$ cat src/rtl/hazard_pkg.sv
//==============================================================================
// Module      : hazard_pkg
// Description : Shared types and constants for the pipeline hazard controller.
// Revision    : 1.0 - initial release
//==============================================================================
`default_nettype none

package hazard_pkg;

    localparam int REG_AW = 2;

    localparam logic [3:0] FWD_REGFILE = 4'b0010;
    localparam logic [2:0] WDSEL_MEM   = 3'd0;
    localparam logic [2:0] WDSEL_SP    = 3'd2;

    typedef struct packed {
        logic              valid;
        logic              we;
        logic [REG_AW-1:0] dst;
        logic [2:0]        wdsel;
    } wb_entry_t;

    typedef enum logic [1:0] {
        RUN     = 2'd0,
        LDSTALL = 2'd1,
        FLUSH   = 2'd2
    } hz_state_e;

    // A history entry can only feed a consumer if it really writes a forwardable register.
    function automatic logic is_hazard_src(input wb_entry_t e, input logic [REG_AW-1:0] nofwd);
        return e.valid & e.we & (e.dst != nofwd);
    endfunction

endpackage

`default_nettype wire

$ cat src/rtl/hazard_stall_controller_if.sv
//==============================================================================
// Module      : hazard_stall_controller_if
// Description : Decode/EX-side signals exchanged with the hazard controller.
// Revision    : 1.0 - initial release
//==============================================================================
`default_nettype none

interface hazard_stall_controller_if;

    logic                          id_valid;
    logic [hazard_pkg::REG_AW-1:0] id_rd_a;
    logic [hazard_pkg::REG_AW-1:0] id_rd_b;
    logic                          id_use_a;
    logic                          id_use_b;
    logic                          id_we;
    logic                          id_wsel;
    logic [hazard_pkg::REG_AW-1:0] id_wa_a;
    logic [hazard_pkg::REG_AW-1:0] id_wa_b;
    logic [2:0]                    id_wdsel;
    logic                          ex_br_taken;
    logic                          pc_stall;
    logic                          ifid_stall;
    logic                          ifid_flush;
    logic                          idex_bubble;
    logic [3:0]                    fwd_a;
    logic [3:0]                    fwd_b;

    modport master (
        output id_valid, id_rd_a, id_rd_b, id_use_a, id_use_b, id_we, id_wsel,
               id_wa_a, id_wa_b, id_wdsel, ex_br_taken,
        input  pc_stall, ifid_stall, ifid_flush, idex_bubble, fwd_a, fwd_b
    );

    modport slave (
        input  id_valid, id_rd_a, id_rd_b, id_use_a, id_use_b, id_we, id_wsel,
               id_wa_a, id_wa_b, id_wdsel, ex_br_taken,
        output pc_stall, ifid_stall, ifid_flush, idex_bubble, fwd_a, fwd_b
    );

endinterface

`default_nettype wire

$ cat src/rtl/hazard_stall_controller_fwd_sel_logic.sv
//==============================================================================
// Module      : fwd_sel_logic
// Description : ALU operand forward select for one source port (EX beats MEM).
// Revision    : 1.0 - initial release
//==============================================================================
`default_nettype none

module fwd_sel_logic
    import hazard_pkg::*;
#(
    parameter int unsigned NOFWD_REG = 3
) (
    input  logic [REG_AW-1:0] src,
    input  logic              use_src,
    input  wb_entry_t         ex_entry,
    input  wb_entry_t         mem_entry,
    output logic [3:0]        sel
);

    localparam logic [REG_AW-1:0] c_nofwd = REG_AW'(NOFWD_REG);

    logic w_ex_hit;
    logic w_mem_hit;

    assign w_ex_hit  = is_hazard_src(ex_entry, c_nofwd)  && (ex_entry.dst  == src);
    assign w_mem_hit = is_hazard_src(mem_entry, c_nofwd) && (mem_entry.dst == src);

    // SP-sourced results are never bypassed; the regfile copy is authoritative.
    always_comb begin
        sel = FWD_REGFILE;
        if (use_src) begin
            if (w_ex_hit) begin
                sel = (ex_entry.wdsel == WDSEL_SP) ? FWD_REGFILE : {1'b0, ex_entry.wdsel};
            end else if (w_mem_hit) begin
                sel = (mem_entry.wdsel == WDSEL_SP) ? FWD_REGFILE : {1'b1, mem_entry.wdsel};
            end
        end
    end

endmodule

`default_nettype wire

$ cat src/rtl/hazard_stall_controller.sv
//==============================================================================
// Module      : hazard_stall_controller
// Description : Load-use stall / branch flush sequencer and forward-select driver.
// Revision    : 1.0 - initial release
//==============================================================================
`default_nettype none

module hazard_stall_controller
    import hazard_pkg::*;
#(
    parameter int unsigned REG_AW          = hazard_pkg::REG_AW,
    parameter int unsigned NOFWD_REG       = 3,
    parameter int unsigned LD_STALL_CYCLES = 1
) (
    input  logic                      clk,
    input  logic                      rst,
    hazard_stall_controller_if.slave  hz
);

    localparam int unsigned       c_cnt_w = (LD_STALL_CYCLES > 1) ? $clog2(LD_STALL_CYCLES) : 1;
    localparam logic [REG_AW-1:0] c_nofwd = REG_AW'(NOFWD_REG);

    wb_entry_t          r_ex;
    wb_entry_t          r_mem;
    hz_state_e          r_state;
    logic [c_cnt_w-1:0] r_cnt;

    wb_entry_t w_id_entry;
    logic      w_load_use;
    logic      w_stall_hold;
    logic      w_stall;
    logic      w_flush;
    logic      w_bubble;

    assign w_id_entry.valid = 1'b1;
    assign w_id_entry.we    = hz.id_we;
    assign w_id_entry.dst   = hz.id_wsel ? hz.id_wa_b : hz.id_wa_a;
    assign w_id_entry.wdsel = hz.id_wdsel;

    assign w_load_use = hz.id_valid
                      && is_hazard_src(r_ex, c_nofwd)
                      && (r_ex.wdsel == WDSEL_MEM)
                      && ((hz.id_use_a && (r_ex.dst == hz.id_rd_a))
                       || (hz.id_use_b && (r_ex.dst == hz.id_rd_b)));

    // The detect cycle is the first bubble; LDSTALL supplies the remaining count.
    assign w_stall_hold = (r_state == LDSTALL) && (r_cnt != '0);
    assign w_stall      = !hz.ex_br_taken && (w_stall_hold || w_load_use);
    assign w_flush      = hz.ex_br_taken || (r_state == FLUSH);
    assign w_bubble     = w_stall || w_flush;

    assign hz.pc_stall    = w_stall;
    assign hz.ifid_stall  = w_stall;
    assign hz.ifid_flush  = w_flush;
    assign hz.idex_bubble = w_bubble;

    always_ff @(posedge clk) begin
        if (rst) begin
            r_state <= RUN;
            r_cnt   <= '0;
            r_ex    <= '0;
            r_mem   <= '0;
        end else begin
            r_mem <= r_ex;
            r_ex  <= (w_bubble || !hz.id_valid) ? wb_entry_t'('0) : w_id_entry;
            if (hz.ex_br_taken) begin
                r_state <= FLUSH;
                r_cnt   <= '0;
            end else if (w_stall_hold) begin
                r_cnt <= r_cnt - c_cnt_w'(1);
            end else if (w_load_use) begin
                r_state <= LDSTALL;
                r_cnt   <= c_cnt_w'(LD_STALL_CYCLES - 1);
            end else begin
                r_state <= RUN;
            end
        end
    end

    fwd_sel_logic #(.NOFWD_REG(NOFWD_REG)) u_fwd_a (
        .src       (hz.id_rd_a),
        .use_src   (hz.id_use_a),
        .ex_entry  (r_ex),
        .mem_entry (r_mem),
        .sel       (hz.fwd_a)
    );

    fwd_sel_logic #(.NOFWD_REG(NOFWD_REG)) u_fwd_b (
        .src       (hz.id_rd_b),
        .use_src   (hz.id_use_b),
        .ex_entry  (r_ex),
        .mem_entry (r_mem),
        .sel       (hz.fwd_b)
    );

endmodule

`default_nettype wire

$ cat src/flat_wrapper.sv
// flat-port wrapper written by rule: the top's interface ports become plain ports
module hazard_stall_controller_flat import hazard_pkg::*;
#(
    parameter int unsigned REG_AW          = hazard_pkg::REG_AW,
    parameter int unsigned NOFWD_REG       = 3,
    parameter int unsigned LD_STALL_CYCLES = 1
)
  (clk, rst, hz_id_valid, hz_id_rd_a, hz_id_rd_b, hz_id_use_a, hz_id_use_b, hz_id_we, hz_id_wsel, hz_id_wa_a, hz_id_wa_b, hz_id_wdsel, hz_ex_br_taken, hz_pc_stall, hz_ifid_stall, hz_ifid_flush, hz_idex_bubble, hz_fwd_a, hz_fwd_b);
  hazard_stall_controller_if hz_i ();
  input  logic clk;
  input  logic rst;
  input wire logic [$bits(hz_i.id_valid)-1:0] hz_id_valid;
  input wire logic [$bits(hz_i.id_rd_a)-1:0] hz_id_rd_a;
  input wire logic [$bits(hz_i.id_rd_b)-1:0] hz_id_rd_b;
  input wire logic [$bits(hz_i.id_use_a)-1:0] hz_id_use_a;
  input wire logic [$bits(hz_i.id_use_b)-1:0] hz_id_use_b;
  input wire logic [$bits(hz_i.id_we)-1:0] hz_id_we;
  input wire logic [$bits(hz_i.id_wsel)-1:0] hz_id_wsel;
  input wire logic [$bits(hz_i.id_wa_a)-1:0] hz_id_wa_a;
  input wire logic [$bits(hz_i.id_wa_b)-1:0] hz_id_wa_b;
  input wire logic [$bits(hz_i.id_wdsel)-1:0] hz_id_wdsel;
  input wire logic [$bits(hz_i.ex_br_taken)-1:0] hz_ex_br_taken;
  output wire logic [$bits(hz_i.pc_stall)-1:0] hz_pc_stall;
  output wire logic [$bits(hz_i.ifid_stall)-1:0] hz_ifid_stall;
  output wire logic [$bits(hz_i.ifid_flush)-1:0] hz_ifid_flush;
  output wire logic [$bits(hz_i.idex_bubble)-1:0] hz_idex_bubble;
  output wire logic [$bits(hz_i.fwd_a)-1:0] hz_fwd_a;
  output wire logic [$bits(hz_i.fwd_b)-1:0] hz_fwd_b;
  assign hz_i.id_valid = hz_id_valid;
  assign hz_i.id_rd_a = hz_id_rd_a;
  assign hz_i.id_rd_b = hz_id_rd_b;
  assign hz_i.id_use_a = hz_id_use_a;
  assign hz_i.id_use_b = hz_id_use_b;
  assign hz_i.id_we = hz_id_we;
  assign hz_i.id_wsel = hz_id_wsel;
  assign hz_i.id_wa_a = hz_id_wa_a;
  assign hz_i.id_wa_b = hz_id_wa_b;
  assign hz_i.id_wdsel = hz_id_wdsel;
  assign hz_i.ex_br_taken = hz_ex_br_taken;
  assign hz_pc_stall = hz_i.pc_stall;
  assign hz_ifid_stall = hz_i.ifid_stall;
  assign hz_ifid_flush = hz_i.ifid_flush;
  assign hz_idex_bubble = hz_i.idex_bubble;
  assign hz_fwd_a = hz_i.fwd_a;
  assign hz_fwd_b = hz_i.fwd_b;
  hazard_stall_controller #(.REG_AW(REG_AW), .NOFWD_REG(NOFWD_REG), .LD_STALL_CYCLES(LD_STALL_CYCLES)) u_core (.clk(clk), .rst(rst), .hz(hz_i));
endmodule
$ cat config.mk
export PLATFORM = sky130hd
export DESIGN_NAME = hazard_stall_controller_flat
export DESIGN_NICKNAME = d
export VERILOG_FILES = /design/src/rtl/hazard_pkg.sv /design/src/rtl/hazard_stall_controller_if.sv /design/src/rtl/hazard_stall_controller_fwd_sel_logic.sv /design/src/rtl/hazard_stall_controller.sv /design/src/flat_wrapper.sv
export SDC_FILE = /design/constraint.sdc
export NUM_CORES = 1
export LEC_CHECK = 0
export CAP_MARGIN = 15
export CORE_MARGIN = 1.5
export CORE_UTILIZATION = 53
export CTS_CLUSTER_SIZE = 25
export DETAILED_ROUTE_END_ITERATION = 6
export DONT_BUFFER_PORTS = 1
export HOLD_SLACK_MARGIN = 0.1
export PLACE_DENSITY = 0.69
export SYNTH_ARGS = -nofsm -noshare
export SYNTH_HDL_FRONTEND = slang
export SYNTH_SLANG_ARGS = --single-unit
export TNS_END_PERCENT = 30
$ cat constraint.sdc
create_clock -name clk -period 1.69 [get_ports clk]
set_clock_uncertainty 0.15 [all_clocks]
set_input_delay 0.2535 -clock clk [delete_from_list [all_inputs] [get_ports clk]]
set_output_delay 0.2535 -clock clk [all_outputs]
set_load 0.02 [all_outputs]
==> results of run 1 <==
worst register-to-register path, cell delays in order, from the launching register on:
cell and delay, ns:
dfxtp_4 0.38, or2_4 0.26, a211oi_4 0.27, o211a_1 0.33
nor3_1 0.10
what timing repair did:
action | 4_1_cts | 5_1_grt
gates resized for setup | 16 | 3
buffers inserted | 1 | 0
pin swaps | 7 | 1
hold buffers | 10 | 0
endpoints found under the hold margin | 16 | 0
setup endpoints to repair | 11 | 13
power by group through the flow:
stage                     Sequential (mW)  Clock [mW]  Combinational [mW]
after global placement              0.424           0              0.0527
after global routing                0.416       0.233              0.0952
after detailed placement            0.424           0              0.0537
after floorplan                     0.423           0              0.0439
after CTS                           0.414       0.210              0.0817
final                               0.414       0.208              0.0877
flip-flops by register name, summed over array words and instances, names as in the netlist:
name            flops
u_core.r_ex         7
u_core.r_state      2
u_core.r_cnt        1
u_core.r_mem        7
cell families (layout without fill, tap and decap cells):
logic type,after synthesis,after routing,share of synthesized area
buffers and inverters,3,26,0.0179
AO/OA/AOI/OAI,17,17,0.166
multiplexers,2,2,0.0239
AND/OR/NAND/NOR,46,46,0.333
flip-flops,17,17,0.407
XOR/XNOR,5,5,0.0523
final timing paths:
path | slack (ns) | cells past startpoint | to
worst max-delay path | -0.45 | 5 | hz_fwd_a[1]
worst min-delay path | 0.20 | 2 | u_core.r_ex[4]
worst max register to register | 0.09 | 4 | u_core.r_ex[3]
worst min register to register | 0.31 | 2 | u_core.r_cnt
area by class of cell:
| type | instances | area, µm² | share of cell area |
|---|---|---|---|
| clock buffer | 4 | 26.3 | 0.0221 |
| inverter | 2 | 7.51 | 0.00632 |
| multi-input combinational | 70 | 607 | 0.511 |
| sequential | 17 | 349 | 0.294 |
| tap | 16 | 20.0 | 0.0168 |
| timing repair buffer | 20 | 179 | 0.151 |
stage by stage:
step	cell area, µm²	utilization	setup TNS, ns	power (mW)
after floorplan	876	-	-0.512	0.466
after global placement	956	0.642	-0.834	0.476
after detailed placement	956	0.642	-1.10	0.478
after CTS	1170	0.786	-3.94	0.706
after global routing	1190	0.798	-4.73	0.744
final	1190	0.798	-4.04	0.710
per-layer routing:
metal	vias up	part of all wire
met4	0	0.025
met3	4	0.081
met5	-	0
li1	373	-
met2	27	0.52
met1	357	0.37
cell usage after synthesis (2+ instances only):
master     number
a211oi_1        2
a21oi_1         2
a22o_1          3
a2bb2oi_1       2
dfxtp_1        17
inv_1           2
mux2i_1         2
nand2_1         5
nand2b_1        3
nand3_1         2
nand4bb_1       2
nor2_1          5
nor2b_1         9
nor3_1          5
nor3b_1         6
o32a_1          2
or2_2           2
or3_1           2
xor2_1          5
==> flow_metrics.env, run 1 <==
export IMPL_path_buf_inv=1
export IMPL_netlist_area_before_placement_um2=837
export IMPL_fill_cells=102
export IMPL_fin_crit_sh=1.27
export IMPL_gr_total_overflow=0
export IMPL_grt_antenna_before_repair=0
export IMPL_number_of_sinks_on_the_clock_net=17
export IMPL_dp_cells=114
export IMPL_switchingPower_uw=162
export IMPL_starting_drt_drc_count=9
export IMPL_ys_flop_type="dfxtp_1"
export IMPL_rr_startpoint="u_core.r_ex[3]"
export IMPL_synth_top_area_cell="dfxtp_1"
export IMPL_share_seq_of_total_power=0.583
export IMPL_die_height_um=42.7
export IMPL_die_area_um2=1830
export IMPL_cts_clk_slew_worst_paths_ns=0.09
export IMPL_intPower_uw=548
export IMPL_post_drt_via_cell_ratio=5.90
export IMPL_power_frac_clock=0.293
export IMPL_crit_path_max_delay_family="compound AO/OA/AOI/OAI gates"
export IMPL_cts_buffers_inserted=3
export IMPL_cts_root_buffer="clkbuf_4"
export IMPL_worstSetupPathType="reg -> out"
export IMPL_async_flop_share=0
export IMPL_track_usage=0.227
export IMPL_design_core_area_um2=1490
export IMPL_worst_case_hold_slack_ns=0.199
export IMPL_timing_critical_path_cells="xor2_1 -> o32a_1 -> or3_4 -> a2bb2oi_2 -> buf_6"
export IMPL_worst_hold_path_type="in -> reg"
export IMPL_worstPathMaxFanout=3
export IMPL_layout_cells_most_common_list="dfxtp_1 (14), dlygate4sd3_1 (10), nor2b_1 (9), buf_4 (9)"
export IMPL_violations="negative setup slack"
export IMPL_ys_seq_elements=17
export IMPL_postSynthCellCount=90
export IMPL_routed_wl_um=1890
export IMPL_postSynthNetCount=109
export IMPL_power_ir_vdd_worst_mv=0.486
export IMPL_final_layout_size_suffix_gt1_frac=0.319
export IMPL_slew_violations=0
export IMPL_grt_setup_unrepaired="yes"
export IMPL_grt_met1_usage=0.241
export IMPL_cts_tree="done"
export IMPL_slowest_stage_cell_on_the_critical_path="or3_4"
export IMPL_synth_sequential_area_ratio=0.407
export IMPL_p_comb_frac=0.124
export IMPL_layout_min_cycle_time_ns=2.14
export IMPL_rows=14
export IMPL_critPathArrivalTime_ns=1.74
export IMPL_critPathRequiredTime_ns=1.29
export IMPL_antenna_cells=0
export IMPL_htreeDepth=1
export IMPL_maxClockFrequency_ghz=0.468
export IMPL_drt_pre_antenna_iters=4
export IMPL_place_congestion=0.752
export IMPL_grt_start_max_net_pins=10
export IMPL_synthesis_yosys_warnings=0
export IMPL_setup_viol=11
export IMPL_switching_share=0.228
export IMPL_floorplan_initialDensity=0.562
export IMPL_globalRouteMet3Util=0.0426
export IMPL_netlist_top_cells_area="dfxtp_1 (41%), nor2b_1 (6.7%), nor3b_1 (5.4%)"
export IMPL_insertion_delay_ns=0.29
export IMPL_critical_path_endpoint_type="primary output"
export IMPL_vias=761
export IMPL_synthToLayoutAreaGrowth_pct=42.0
export IMPL_outcome="finished, violations left"
export IMPL_grt_most_used_layer="met2"
export IMPL_layout_cells_non_filler=129
export IMPL_detail_route_antenna_nets=0
export IMPL_die_width_um=42.7
export IMPL_syn_mean_instance_area_um2=9.30
export IMPL_synth_cell_types=31
export IMPL_cts_buffer_depth=2
export IMPL_grt_pass1_vias=741
export IMPL_synth_top_cell_area_share=0.407
export IMPL_final_setup_margin_ns=-0.449
export IMPL_crit_path_max_incr_delay_ns=0.39
export IMPL_nets=133
export IMPL_routed_wire_length_per_instance_um=14.7
export IMPL_power_leakage_nw=0.459
export IMPL_worst_setup_path_startpoint="u_core.r_mem[4]"
export IMPL_timing_hold_worst_start="hz_id_valid"
export IMPL_dp_hpwl_um=1250
export IMPL_globalRouteMet2Util=0.400
export IMPL_grt_first_pass_wirelength_um=3020
export IMPL_remaining_drc_errors=0
export IMPL_crit_path_start_kind="flop"
export IMPL_timing_max_cap_violations=0
export IMPL_edff_count_synth=0
export IMPL_num_io_pins=31
export IMPL_place_port_buffers=0
export IMPL_timing_final_hold_violations=0
export IMPL_power_per_cell_area_nw_per_um2=598
export IMPL_tightestPinTransition_ns=0.378
export IMPL_timing_slew_headroom=0.745
export IMPL_dp_worst_setup_slack_ns=-0.162
export IMPL_mostFrequentLayoutCell="dfxtp_1"
(Power assumes the default switching activity.)
==> run 2, diff against run 1 <==
--- a/config.mk
+++ b/config.mk
@@ -6,14 +6,16 @@
 export NUM_CORES = 1
 export LEC_CHECK = 0
 export CAP_MARGIN = 15
+export CORE_ASPECT_RATIO = 1.25
 export CORE_MARGIN = 1.5
-export CORE_UTILIZATION = 53
+export CORE_UTILIZATION = 54
 export CTS_CLUSTER_SIZE = 25
 export DETAILED_ROUTE_END_ITERATION = 6
 export DONT_BUFFER_PORTS = 1
 export HOLD_SLACK_MARGIN = 0.1
-export PLACE_DENSITY = 0.69
+export PLACE_DENSITY = 0.7
 export SYNTH_ARGS = -nofsm -noshare
 export SYNTH_HDL_FRONTEND = slang
+export SYNTH_HIERARCHICAL = 1
 export SYNTH_SLANG_ARGS = --single-unit
 export TNS_END_PERCENT = 30
==> flow_metrics.env, run 2 <==
export IMPL_drt_pre_antenna_iters=5
export IMPL_htreeDepth=1
export IMPL_remaining_drc_errors=0
export IMPL_nets=156
export IMPL_fin_crit_sh=1.36
export IMPL_slowest_stage_cell_on_the_critical_path="or4bb_1"
export IMPL_final_setup_margin_ns=-0.603
export IMPL_final_layout_size_suffix_gt1_frac=0.412
export IMPL_cts_clk_slew_worst_paths_ns=0.10
export IMPL_rr_startpoint="u_core/r_ex[3]"
export IMPL_worst_setup_path_startpoint="u_core/r_mem[4]"
export IMPL_cts_tree="done"
export IMPL_postSynthNetCount=119
export IMPL_grt_setup_unrepaired="yes"
export IMPL_timing_slew_headroom=0.742
export IMPL_setup_total_negative_slack_ns=-5.19
export IMPL_stdcell_area_um2=1460
export IMPL_layout_cells_most_common_list="buf_4 (17), nand2_1 (13), dfxtp_1 (13), dlygate4sd3_1 (11), nor2b_1 (9)"
export IMPL_critPathRequiredTime_ns=1.29
export IMPL_outcome="finished, violations left"
export IMPL_number_of_sinks_on_the_clock_net=17
export IMPL_power_ir_vdd_worst_mv=0.651
export IMPL_track_usage=0.304
export IMPL_path_buf_inv=1
export IMPL_synthesis_yosys_warnings=6
export IMPL_critPathArrivalTime_ns=1.89
export IMPL_postPlaceCellArea_um2=1190
export IMPL_synth_sequential_area_ratio=0.364
export IMPL_crit_path_max_delay_family="simple AND/OR/NAND/NOR gates"
export IMPL_timing_critical_path_cells="or4bb_1 -> o31ai_2 -> nand4_1 -> buf_6 -> o32a_4"
export IMPL_post_drt_via_cell_ratio=6.65
export IMPL_die_width_um=40.2
export IMPL_design_power_total_uw=764
export IMPL_netlist_area_before_placement_um2=936
export IMPL_antenna_cells=0
export IMPL_routed_wire_length_per_instance_um=23.3
export IMPL_num_io_pins=31
export IMPL_worstPathMaxFanout=3
export IMPL_tightestPinTransition_ns=0.381
export IMPL_postSynthCellCount=100
export IMPL_ys_flop_type="dfxtp_1"
export IMPL_insertion_delay_ns=0.30
export IMPL_synth_top_area_cell="dfxtp_1"
export IMPL_power_per_cell_area_nw_per_um2=523
export IMPL_critical_path_endpoint_type="primary output"
export IMPL_vias=1024
export IMPL_cts_buffer_depth=2
export IMPL_routed_wl_um=3590
export IMPL_crit_reg2reg_capture="u_core/r_ex[3]"
export IMPL_maxClockFrequency_ghz=0.436
export IMPL_cts_root_buffer="clkbuf_4"
export IMPL_synth_cell_types=29
export IMPL_timing_max_cap_violations=0
export IMPL_place_port_buffers=0
export IMPL_die_height_um=49.5
export IMPL_synth_common_cells="dfxtp_1 (17), nand2_1 (14), nor2b_1 (9)"
export IMPL_dp_cells=137
export IMPL_violations="negative setup slack"
export IMPL_gr_total_overflow=0
export IMPL_setup_viol=11
export IMPL_worst_case_hold_slack_ns=0.153
export IMPL_rr_worst_depth=6
export IMPL_grt_start_max_net_pins=11
export IMPL_design_core_area_um2=1600
export IMPL_dp_hpwl_um=1620
export IMPL_floorplan_initialDensity=0.584
export IMPL_async_flop_share=0
export IMPL_dp_worst_setup_slack_ns=-0.180
export IMPL_detail_route_antenna_nets=0
export IMPL_grt_pass1_vias=939
export IMPL_crit_cells=5
export IMPL_layout_cells_non_filler=154
export IMPL_rows=16
export IMPL_largestRegisters="u_core/r_ex x7, u_core/r_mem x7, u_core/r_state x2"
export IMPL_timing_final_hold_violations=0
export IMPL_worst_setup_slack_for_register_to_register_paths_ns=0.14
export IMPL_synth_top_cell_area_share=0.364
export IMPL_cts_buffers_inserted=3
export IMPL_power_leakage_nw=0.517
export IMPL_die_area_um2=1990
export IMPL_syn_mean_instance_area_um2=9.36
export IMPL_mostFrequentLayoutCell="buf_4"
export IMPL_starting_drt_drc_count=47
export IMPL_slew_violations=0
export IMPL_synthToLayoutAreaGrowth_pct=55.9
export IMPL_library_cell_with_the_highest_instance_count_after_synthesis="dfxtp_1"
export IMPL_layout_min_cycle_time_ns=2.29
export IMPL_place_congestion=0.789
export IMPL_grt_first_pass_wirelength_um=4080
export IMPL_cp_endpoint="hz_fwd_b[1]"
export IMPL_fill_cells=70
export IMPL_netlist_top_cells_area="dfxtp_1 (36%), nor2b_1 (6.0%), nand2_1 (5.6%)"
export IMPL_crit_path_start_kind="flop"
export IMPL_ys_seq_elements=17
export IMPL_crit_path_max_incr_delay_ns=0.55
export IMPL_final_core_utilization=0.911
export IMPL_edff_count_synth=0
export IMPL_worst_hold_path_type="in -> reg"
export IMPL_worstSetupPathType="reg -> out"
export IMPL_grt_antenna_before_repair=0
## run 2: timing repair
| item | 4_1_cts | 5_1_grt |
|---|---|---|
| setup endpoints to repair | 11 | 15 |
| hold buffers | 11 | 0 |
| resized for setup | 12 | 8 |
| pin swaps | 6 | 8 |
| gates cloned | 0 | 0 |
| endpoints found under the hold margin | 17 | 0 |
| buffers inserted | 2 | 0 |
## run 2: cell type report
class / instances / area, µm² / area share
flip-flops and latches: 17 / 348 / 0.238
repair buffers: 33 / 303 / 0.208
multi-input cells: 78 / 744 / 0.510
clock buffers: 4 / 26.3 / 0.0180
well taps: 18 / 22.5 / 0.0154
inverters: 4 / 15.0 / 0.0103
## run 2: routing by layer
metal / global-route usage / routed length, µm
met1: 0.283 / 1230
met2: 0.589 / 1940
met3: 0.0360 / 260
met4: 0.133 / 162
met5: 0 / 0
## run 2: logic make-up after synthesis
kind of cell | after synthesis | share of synthesized area
mux | 2 | 0.0214
buf+inv | 5 | 0.0241
xor+xnor | 8 | 0.0749
simple gates | 51 | 0.344
compound gates | 17 | 0.172
flops | 17 | 0.364
## run 2: worst min-delay path by stage
stage / start / to / cells after the start
after floorplan: rst / u_core/r_mem[4] / 1
after global placement: rst / u_core/r_mem[4] / 1
after detailed placement: rst / u_core/r_mem[4] / 1
after CTS: hz_id_use_b / u_core/r_ex[6] / 3
after global routing: hz_id_use_b / u_core/r_ex[6] / 3
final: hz_id_use_b / u_core/r_ex[6] / 3
## run 2: worst reg2reg max path, cell delays in order, from the launching register on
cell	delay, ns
dfxtp_2	0.36
buf_6	0.13
xnor2_2	0.16
nand3_1	0.13
buf_4	0.17
a21oi_4	0.24
nor3_1	0.11
## run 2: report_power, final
group	internal [mW]	switching [mW]
registers	0.408	0.0101
logic	0.0674	0.0562
clock network	0.0921	0.130
==> run 3, diff against run 2 <==
--- a/config.mk
+++ b/config.mk
@@ -8,12 +8,13 @@
 export CAP_MARGIN = 15
 export CORE_ASPECT_RATIO = 1.25
 export CORE_MARGIN = 1.5
-export CORE_UTILIZATION = 54
+export CORE_UTILIZATION = 35
 export CTS_CLUSTER_SIZE = 25
 export DETAILED_ROUTE_END_ITERATION = 6
 export DONT_BUFFER_PORTS = 1
+export GPL_ROUTABILITY_DRIVEN = 0
 export HOLD_SLACK_MARGIN = 0.1
-export PLACE_DENSITY = 0.7
+export PLACE_DENSITY = 0.49
 export SYNTH_ARGS = -nofsm -noshare
 export SYNTH_HDL_FRONTEND = slang
 export SYNTH_HIERARCHICAL = 1
==> flow_metrics.env, run 3 (synthesis results as in run 2) <==
export IMPL_outcome="finished, violations left"
export IMPL_violations="negative setup slack"
export IMPL_routed_wl_um=2320
export IMPL_switchingPower_uw=170
export IMPL_cts_buffers_inserted=3
export IMPL_floorplan_initialDensity=0.378
export IMPL_slew_violations=0
export IMPL_layout_min_cycle_time_ns=2.15
export IMPL_maxClockFrequency_ghz=0.465
export IMPL_remaining_drc_errors=0
export IMPL_share_seq_of_total_power=0.564
export IMPL_power_per_cell_area_nw_per_um2=508
export IMPL_power_frac_clock=0.283
export IMPL_cts_root_buffer="clkbuf_4"
export IMPL_synthToLayoutAreaGrowth_pct=54.9
export IMPL_htreeDepth=1
export IMPL_gr_total_overflow=0
export IMPL_cts_clk_slew_worst_paths_ns=0.09
export IMPL_power_leakage_nw=0.515
export IMPL_num_io_pins=31
export IMPL_nets=158
export IMPL_track_usage=0.175
export IMPL_setup_total_negative_slack_ns=-4.08
export IMPL_final_setup_margin_ns=-0.461
export IMPL_rows=20
export IMPL_grt_setup_unrepaired="yes"
export IMPL_globalRouteMet2Util=0.344
export IMPL_detail_route_antenna_nets=0
export IMPL_insertion_delay_ns=0.28
export IMPL_grt_most_used_layer="met2"
export IMPL_starting_drt_drc_count=20
export IMPL_worstPathMaxFanout=4
export IMPL_routed_wire_length_per_instance_um=13.5
export IMPL_grt_antenna_before_repair=0
export IMPL_place_port_buffers=0
export IMPL_final_core_utilization=0.585
export IMPL_critPathArrivalTime_ns=1.75
export IMPL_timing_slew_headroom=0.745
export IMPL_final_layout_size_suffix_gt1_frac=0.413
export IMPL_worst_case_hold_slack_ns=0.173
export IMPL_die_area_um2=3000
export IMPL_post_drt_via_cell_ratio=5.18
export IMPL_cts_tree="done"
export IMPL_layout_cells_most_common_list="buf_4 (22), nand2_1 (13), dfxtp_1 (13), dlygate4sd3_1 (11), nor2b_1 (9)"
export IMPL_crit_path_start_kind="flop"
export IMPL_drt_pre_antenna_iters=3
export IMPL_grt_met1_usage=0.183
export IMPL_vias=885
export IMPL_timing_max_cap_violations=0
export IMPL_setup_viol=11
export IMPL_design_core_area_um2=2480
export IMPL_grt_first_pass_wirelength_um=4000
export IMPL_number_of_sinks_on_the_clock_net=17
export IMPL_worst_hold_path_type="in -> reg"
export IMPL_grt_start_max_net_pins=11
export IMPL_die_width_um=49.3
export IMPL_largestRegisters="u_core/r_ex x7, u_core/r_mem x7, u_core/r_state x2"
export IMPL_worstSetupPathType="reg -> out"
export IMPL_fin_crit_sh=1.27
export IMPL_critical_path_endpoint_type="primary output"
export IMPL_power_ir_vdd_worst_mv=0.425
export IMPL_dp_worst_setup_slack_ns=-0.174
export IMPL_grt_pass1_vias=944
export IMPL_tightestPinTransition_ns=0.381
export IMPL_mostFrequentLayoutCell="buf_4"
export IMPL_cts_buffer_depth=2
export IMPL_switching_share=0.230
export IMPL_dp_hpwl_um=1750
export IMPL_p_comb_frac=0.153
export IMPL_timing_final_hold_violations=0
export IMPL_antenna_cells=0
export IMPL_die_height_um=60.8
export IMPL_critPathRequiredTime_ns=1.29
export IMPL_intPower_uw=567
export IMPL_globalRouteMet3Util=0.0345
## run 3: power by group through the flow
| stage | logic, mW | clock network [mW] | registers (mW) |
|---|---|---|---|
| finish | 0.113 | 0.208 | 0.415 |
| detailed placement | 0.0765 | 0 | 0.425 |
| global route | 0.122 | 0.235 | 0.417 |
| global placement | 0.0754 | 0 | 0.424 |
| floorplan | 0.0537 | 0 | 0.426 |
| CTS | 0.113 | 0.216 | 0.415 |
## run 3: per-layer routing
layer	vias to the layer above	wire length, µm
li1	441	-
met3	2	92
met4	0	24
met1	422	931
met5	-	0
met2	20	1270
## run 3: what timing repair did
action / CTS / global route
hold buffers: 11 / 0
resized for setup: 12 / 0
pin swaps: 9 / 3
endpoints found under the hold margin: 17 / 0
buffers inserted: 4 / 0
endpoints found under the setup margin: 11 / 13
## run 3: cell type report
cell class                      count  area (µm²)
Timing Repair Buffer               35         307
Fill cell                         218        1030
Tap cell                           33        41.3
Sequential cell                    17         348
Clock buffer                        4        26.3
Multi-Input combinational cell     78         713
Inverter                            4        15.0
## run 3: worst paths after layout
path              startpoint             end  slack (ns)  cells after the start
max          u_core/r_mem[4]     hz_fwd_a[2]       -0.46                      5
min reg2reg     u_core/r_cnt    u_core/r_cnt        0.34                      2
min              hz_id_use_a  u_core/r_ex[6]        0.17                      3
max reg2reg   u_core/r_ex[2]  u_core/r_ex[3]        0.08                      5
## run 3: worst max-delay path: stages (launching register included)
cell     delay [ns]
dfxtp_2        0.34
or4bb_1        0.49
o31ai_2        0.09
nand4_1        0.15
buf_6          0.16
o22ai_4        0.23
## run 3: metrics by stage
step / cell area (µm²) / instances / power, mW
floorplan: 1020 / 100 / 0.480
global placement: 1210 / 152 / 0.500
detailed placement: 1210 / 152 / 0.501
CTS: 1450 / 171 / 0.744
global route: 1450 / 171 / 0.774
finish: 1450 / 171 / 0.737
